### src/rtl/snake_rand_gen.sv
// Apple/barrier cell generator for the snake game: two free-running LFSRs feed a
// search FSM that publishes a non-conflicting {apple, barrier} pair on request.
module snake_rand_gen #(
  parameter logic [7:0] SEED_A = 8'hA5,
  parameter logic [7:0] SEED_B = 8'h3C
) (
  input  logic        clk,
  input  logic        rst,
  input  logic        new_rnd,
  input  logic [71:0] snake,
  output logic [7:0]  random_num,
  output logic [7:0]  random_num_2,
  output logic        valid
);

  // An all-zero seed would lock the LFSR, so it is replaced by 1.
  localparam logic [7:0] SEED_A_EFF = (SEED_A == 8'h00) ? 8'h01 : SEED_A;
  localparam logic [7:0] SEED_B_EFF = (SEED_B == 8'h00) ? 8'h01 : SEED_B;

  typedef enum logic [1:0] {SEARCH_A, SEARCH_B, HOLD} state_e;

  function automatic logic [7:0] lfsr_step(input logic [7:0] q);
    return (q == 8'h00) ? 8'h01 : {q[6:0], q[7] ^ q[5] ^ q[4] ^ q[3]};
  endfunction

  function automatic logic [7:0] cell_map(input logic [5:0] v);
    return 8'd10 * ({5'd0, v[5:3]} + 8'd1) + {5'd0, v[2:0]} + 8'd2;
  endfunction

  function automatic logic is_occupied(input logic [7:0] c, input logic [71:0] s);
    logic hit;
    hit = (c == s[71:64]);
    for (int i = 0; i < 8; i++) begin
      if (s[i*8 +: 8] != 8'h00 && s[i*8 +: 8] == c) hit = 1'b1;
    end
    return hit;
  endfunction

  function automatic logic near_head(input logic [7:0] c, input logic [7:0] h);
    return (c == h + 8'd1) || (c == h - 8'd1) || (c == h + 8'd10) || (c == h - 8'd10);
  endfunction

  state_e      state_q, state_d;
  logic [7:0]  lfsr_a_q, lfsr_a_d, lfsr_b_q, lfsr_b_d;
  logic [5:0]  attempt_q, attempt_d, scan_q, scan_d;
  logic [7:0]  cand_a_q, cand_a_d, cand_b_q, cand_b_d;
  logic [7:0]  rnd_a_q, rnd_a_d, rnd_b_q, rnd_b_d;
  logic        valid_q, valid_d;

  logic        scan_mode;
  logic [7:0]  try_a, try_b, head;
  logic        rej_a, rej_b, conflict;

  assign head      = snake[71:64];
  assign scan_mode = (attempt_q == 6'd63);
  assign try_a     = cell_map(scan_mode ? scan_q : lfsr_a_q[5:0]);
  assign try_b     = cell_map(scan_mode ? scan_q : lfsr_b_q[5:0]);
  assign rej_a     = is_occupied(try_a, snake);
  assign rej_b     = is_occupied(try_b, snake) || (try_b == cand_a_q) || near_head(try_b, head);
  assign conflict  = is_occupied(cand_a_q, snake) || is_occupied(cand_b_q, snake)
                   || near_head(cand_b_q, head);

  always_comb begin
    state_d   = state_q;
    lfsr_a_d  = lfsr_step(lfsr_a_q);
    lfsr_b_d  = lfsr_step(lfsr_b_q);
    attempt_d = attempt_q;
    scan_d    = scan_q;
    cand_a_d  = cand_a_q;
    cand_b_d  = cand_b_q;
    rnd_a_d   = rnd_a_q;
    rnd_b_d   = rnd_b_q;
    valid_d   = 1'b0;
    case (state_q)
      SEARCH_A, SEARCH_B: begin
        if ((state_q == SEARCH_A) ? rej_a : rej_b) begin
          // Attempt counter saturates so the scan source stays selected until acceptance.
          if (scan_mode) scan_d = scan_q + 6'd1;
          else           attempt_d = attempt_q + 6'd1;
        end else begin
          attempt_d = 6'd0;
          scan_d    = 6'd0;
          if (state_q == SEARCH_A) begin
            cand_a_d = try_a;
            state_d  = SEARCH_B;
          end else begin
            cand_b_d = try_b;
            state_d  = HOLD;
          end
        end
      end
      HOLD: begin
        if (conflict) begin
          state_d = SEARCH_A;
        end else if (new_rnd) begin
          rnd_a_d = cand_a_q;
          rnd_b_d = cand_b_q;
          valid_d = 1'b1;
          state_d = SEARCH_A;
        end
      end
      default: state_d = SEARCH_A;
    endcase
  end

  always_ff @(posedge clk or posedge rst) begin
    if (rst) begin
      state_q   <= SEARCH_A;
      lfsr_a_q  <= SEED_A_EFF;
      lfsr_b_q  <= SEED_B_EFF;
      attempt_q <= 6'd0;
      scan_q    <= 6'd0;
      cand_a_q  <= 8'd0;
      cand_b_q  <= 8'd0;
      rnd_a_q   <= 8'd45;
      rnd_b_q   <= 8'd67;
      valid_q   <= 1'b0;
    end else begin
      state_q   <= state_d;
      lfsr_a_q  <= lfsr_a_d;
      lfsr_b_q  <= lfsr_b_d;
      attempt_q <= attempt_d;
      scan_q    <= scan_d;
      cand_a_q  <= cand_a_d;
      cand_b_q  <= cand_b_d;
      rnd_a_q   <= rnd_a_d;
      rnd_b_q   <= rnd_b_d;
      valid_q   <= valid_d;
    end
  end

  assign random_num   = rnd_a_q;
  assign random_num_2 = rnd_b_q;
  assign valid        = valid_q;

endmodule

### config.mk
export PLATFORM = sky130hd
export DESIGN_NAME = snake_rand_gen
export DESIGN_NICKNAME = d
export VERILOG_FILES = /design/src/rtl/snake_rand_gen.sv
export SDC_FILE = /design/constraint.sdc
export NUM_CORES = 1
export LEC_CHECK = 0
export CAP_MARGIN = 20
export CORE_ASPECT_RATIO = 0.75
export CORE_MARGIN = 1
export CORE_UTILIZATION = 41
export DETAILED_ROUTE_END_ITERATION = 6
export GPL_TIMING_DRIVEN = 0
export HOLD_SLACK_MARGIN = 0.03
export PLACE_DENSITY = 0.72
export REMOVE_ABC_BUFFERS = 1
export SLEW_MARGIN = 20
export SYNTH_ARGS = -nofsm -noshare
export SYNTH_HDL_FRONTEND = slang
export SYNTH_SLANG_ARGS = --single-unit
### constraint.sdc
create_clock -name clk -period 6 [get_ports clk]
set_input_delay 1.2 -clock clk [delete_from_list [all_inputs] [get_ports clk]]
set_output_delay 1.2 -clock clk [all_outputs]
set_load 0.05 [all_outputs]
==> flow_metrics.py <==
metrics = {
    "die": {
        "fp.dieH_um": 131,
        "dieArea_sq_mm": 0.0226,
        "fp-row-count": 46,
        "start_util_pct": 42.3,
        "die_w_um": 173,
        "ioPinCount": 92,
        "coreArea_sq_mm": 0.0214,
    },
    "global_routing": {
        "grtUsageTotal_pct": 26.2,
        "grt-ovfl-total": 0,
        "grt_pass1_vias": 7917,
        "grt_pass1_wl_um": 45800,
        "antenna_found_initial": 0,
        "grt_max_degree": 51,
    },
    "layout": {
        "area_growth_pct": 15.5,
        "final_area_sq_mm": 0.0104,
        "finalNonFillerCells": 1383,
        "final_nets": 1193,
        "fillers": 1981,
        "diodes": 0,
        "drive_gt1_share_pct": 10.7,
    },
    "detailed_routing": {
        "via_per_inst": 6.07,
        "route.vias.total": 8395,
        "wl_per_cell_um": 21.5,
        "drtIter0Drc": 1085,
        "ant_nets": 0,
        "drcViolationCount": 0,
        "drt_wl_total_um": 29700,
        "firstDrtPassIters": 6,
    },
    "clocking": {
        "cts-buffers-inserted": 9,
        "worstSkewPairLatency_ps": 330,
        "clk_pin_slew_worst_paths_ps": 50,
        "cts_buffer_depth": 2,
        "htreeDepth": 3,
        "hold_buffers": 0,
        "cts_tree": "built",
        "clkSinkCount": 63,
        "cts-root-buf": "clkbuf_16",
    },
    "hold_path": {
        "holdPathEnd": "lfsr_a_q[7]",
        "hp-start": "lfsr_a_q[6]",
        "min_path_type": "register to register",
        "hold_depth": 0,
    },
    "power_and_ir_drop": {
        "p_leak_nw": 3.98,
        "vdd_drop_max_v": 0.000144,
        "finalPower_mw": 2.87,
        "p_per_area_mw_per_mm2": 275,
    },
    "critical_path": {
        "required_ps": 6200,
        "end_kind": "register",
        "rrSetupSlack_ps": 170,
        "worstSetupPathType": "register to register",
        "cp.depth": 20,
        "cp_slowest_stage_delay_ps": 600,
        "worst_path_most_repeated_cell": "ha_1",
        "cp_top_family": "simple AND/OR/NAND/NOR gates",
        "reg2regPathDepth": 20,
        "critPathMaxFanout": 13,
        "cp_slowest_cell": "fa_1",
        "setup.worst_path.start_class": "register",
        "cp.arrival_ps": 6030,
        "r2r-start": "attempt_q[0]",
        "r2r-end": "attempt_q[1]",
        "worstPathBufferInverterCount": 4,
        "crit_chain": "ha_1 -> and4_4 -> buf_4 -> a21boi_2 -> nor2_8 -> inv_2 -> ha_1 -> ha_1 -> fa_1 -> and3b_2 -> xnor2_4 -> buf_4 -> xnor3_1 -> and3_1 -> or4_4 -> a211oi_2 -> nand4_4 -> buf_12 -> a31oi_1 -> o22ai_1",
    },
    "sta": {
        "tightest_slew_ps": 1100,
        "finalClockSkew_ps": 5.75,
        "slew_headroom_pct": 26.5,
        "drv_slew": 0,
        "max_freq_mhz": 172,
        "min_period_ps": 5830,
        "setup_viol": 0,
        "fin_crit_sh_pct": 97.2,
        "layout_setup_ws_ps": 170,
        "worst_hold_slack_ps": 372,
        "hold_viol": 0,
    },
    "placed_design": {
        "place_ws_ps": -880,
        "hpwl_um": 21400,
        "place_congestion": 0.984,
        "placed_cell_area_sq_mm": 0.00982,
        "io_buffer_count": 91,
        "place_inst": 1350,
    },
    "yosys": {
        "syn_area_per_cell_sq_um": 8.25,
        "synth-edff-count": 0,
        "synthFlopType": "dfrtp_1",
        "syn_inst": 1095,
        "synth.distinct_cells": 85,
        "netlist_area_sq_mm": 0.00903,
        "async_reset_ff_share_pct": 100,
        "ys_seq_elements": 63,
        "yosys_warnings": 0,
        "yosysSeqAreaShare_pct": 17.7,
    },
    "job": {
        "max_cap_viol_count": 0,
    },
    "status": {
        "status": "finished, final reports clean",
    },
}
==> through the flow <==
step,utilization (%),setup TNS [ps]
2_1_floorplan,-,0
3_3_place_gp,45.7,-30290
3_5_place_dp,46.0,-19560
4_1_cts,48.1,0
5_1_grt,48.9,-28.7
6_report,48.9,0
==> worst max path at each step <==
stage	from	end
after CTS	attempt_q[0]	attempt_q[1]
after detailed placement	attempt_q[5]	cand_b_q[7]
final	attempt_q[0]	attempt_q[1]
after global routing	attempt_q[0]	scan_q[0]
after floorplan	attempt_q[5]	cand_b_q[2]
after global placement	attempt_q[5]	cand_b_q[2]
==> worst register-to-register path, stage by stage, from the launching register on <==
cell and delay (ps):
dfrtp_1 400, ha_1 280, and4_4 280, buf_4 180, a21boi_2 140, nor2_8 280
inv_2 160, ha_1 320, ha_1 230, fa_1 600, and3b_2 330, xnor2_4 340
buf_4 200, xnor3_1 220, and3_1 190, or4_4 480, a211oi_2 310, nand4_4 190
buf_12 210, a31oi_1 220, o22ai_1 130
==> per-layer routing <==
layer	vias up	track usage, %	part of all wire, %
li1	3767	-	-
met3	75	5.56	11
met2	511	41.1	43
met4	0	9.32	3.2
met5	-	0	0
met1	4042	35.8	43
==> layout make-up <==
| cell class | instances | area [sq um] | area share (%) |
|---|---|---|---|
| inverter | 37 | 143 | 1.37 |
| multi-input combinational | 868 | 6880 | 65.9 |
| sequential | 63 | 1600 | 15.3 |
| tap | 288 | 360 | 3.45 |
| timing repair buffer | 111 | 1130 | 10.8 |
| clock buffer | 11 | 253 | 2.42 |
| clock inverter | 5 | 80.1 | 0.767 |
==> where the power goes <==
part           leakage (nW)  internal, mW  switching [mW]
Combinational          3.05         0.656           0.710
Clock                 0.158         0.385           0.196
Sequential            0.778         0.538           0.388
Total                  3.98          1.58            1.29
==> cells by family after synthesis <==
family / after synthesis / synth area share [%]
AOI/OAI and AO/OA: 142 / 11.3
DFF: 63 / 17.7
and+or+nand+nor: 329 / 20.3
xor gates and xnor gates: 340 / 35.2
muxes: 29 / 3.68
adders and majority gates: 28 / 4.21
buffers and inverters: 164 / 7.59
==> synth_stat cells (all sizes together) (4+ instances only) <==
cell | number | share of area [%]
nor4b | 5 | 0.48
nand3 | 42 | 2.3
inv | 36 | 1.5
or4 | 11 | 1.0
nand4 | 40 | 2.9
ha | 24 | 3.3
xor2 | 146 | 14
nor4 | 45 | 3.2
o22ai | 7 | 0.48
and3 | 7 | 0.54
dfrtp | 48 | 13
buf | 47 | 2.7
nor3 | 38 | 2.1
a211oi | 11 | 1.0
dfstp | 15 | 4.4
a21o | 4 | 0.33
or3 | 6 | 0.42
nand2b | 15 | 1.1
a31oi | 7 | 0.48
o31ai | 9 | 0.75
xnor3 | 12 | 3.0
o21ai | 27 | 1.5
a22oi | 6 | 0.50
a21oi | 31 | 1.8
nor2 | 34 | 1.7
clkbuf | 80 | 3.3
fa | 4 | 0.89
a2111oi | 4 | 0.39
o211ai | 5 | 0.42
mux2i | 7 | 0.78
xnor2 | 182 | 18
nand2 | 67 | 2.9
mux2 | 22 | 2.9
==> flip-flops by register name, indices dropped and copies added, names as in the netlist <==
name / count
lfsr_b_q: 8
cand_b_q: 8
random_num_2: 8
lfsr_a_q: 8
cand_a_q: 8
scan_q: 6
random_num: 8
state_q: 2
valid: 1
attempt_q: 6
==> layout by cell type (no fill, tap or decap), drive strengths merged, types with 4 or more instances in the layout <==
cell,netlist,layout
nand3,42,42
and3,7,7
mux2,22,22
a211oi,11,11
inv,36,36
nor4,45,45
dfstp,15,15
clkbuf,80,11
nand2b,15,15
a31oi,7,7
nor3,38,38
o22ai,7,7
o31ai,9,9
or4,11,11
a21oi,31,31
clkdlybuf4s50,0,91
nor4b,5,5
buf,47,20
fa,4,4
a2111oi,4,4
mux2i,7,7
nor2,34,34
o211ai,5,5
dfrtp,48,48
xnor3,12,12
a22oi,6,6
nand2,67,67
xor2,146,146
a21o,4,4
or3,6,6
ha,24,24
o21ai,27,27
nand4,40,40
xnor2,182,182
==> timing repair <==
action / 4_1_cts / 5_1_grt
pin swaps: 3 / 6
setup endpoints to repair: 30 / 29
gates resized for setup: 13 / 7
gates cloned: 0 / 0
buffers inserted: 5 / 12
Power figures use the tool's default switching activity.
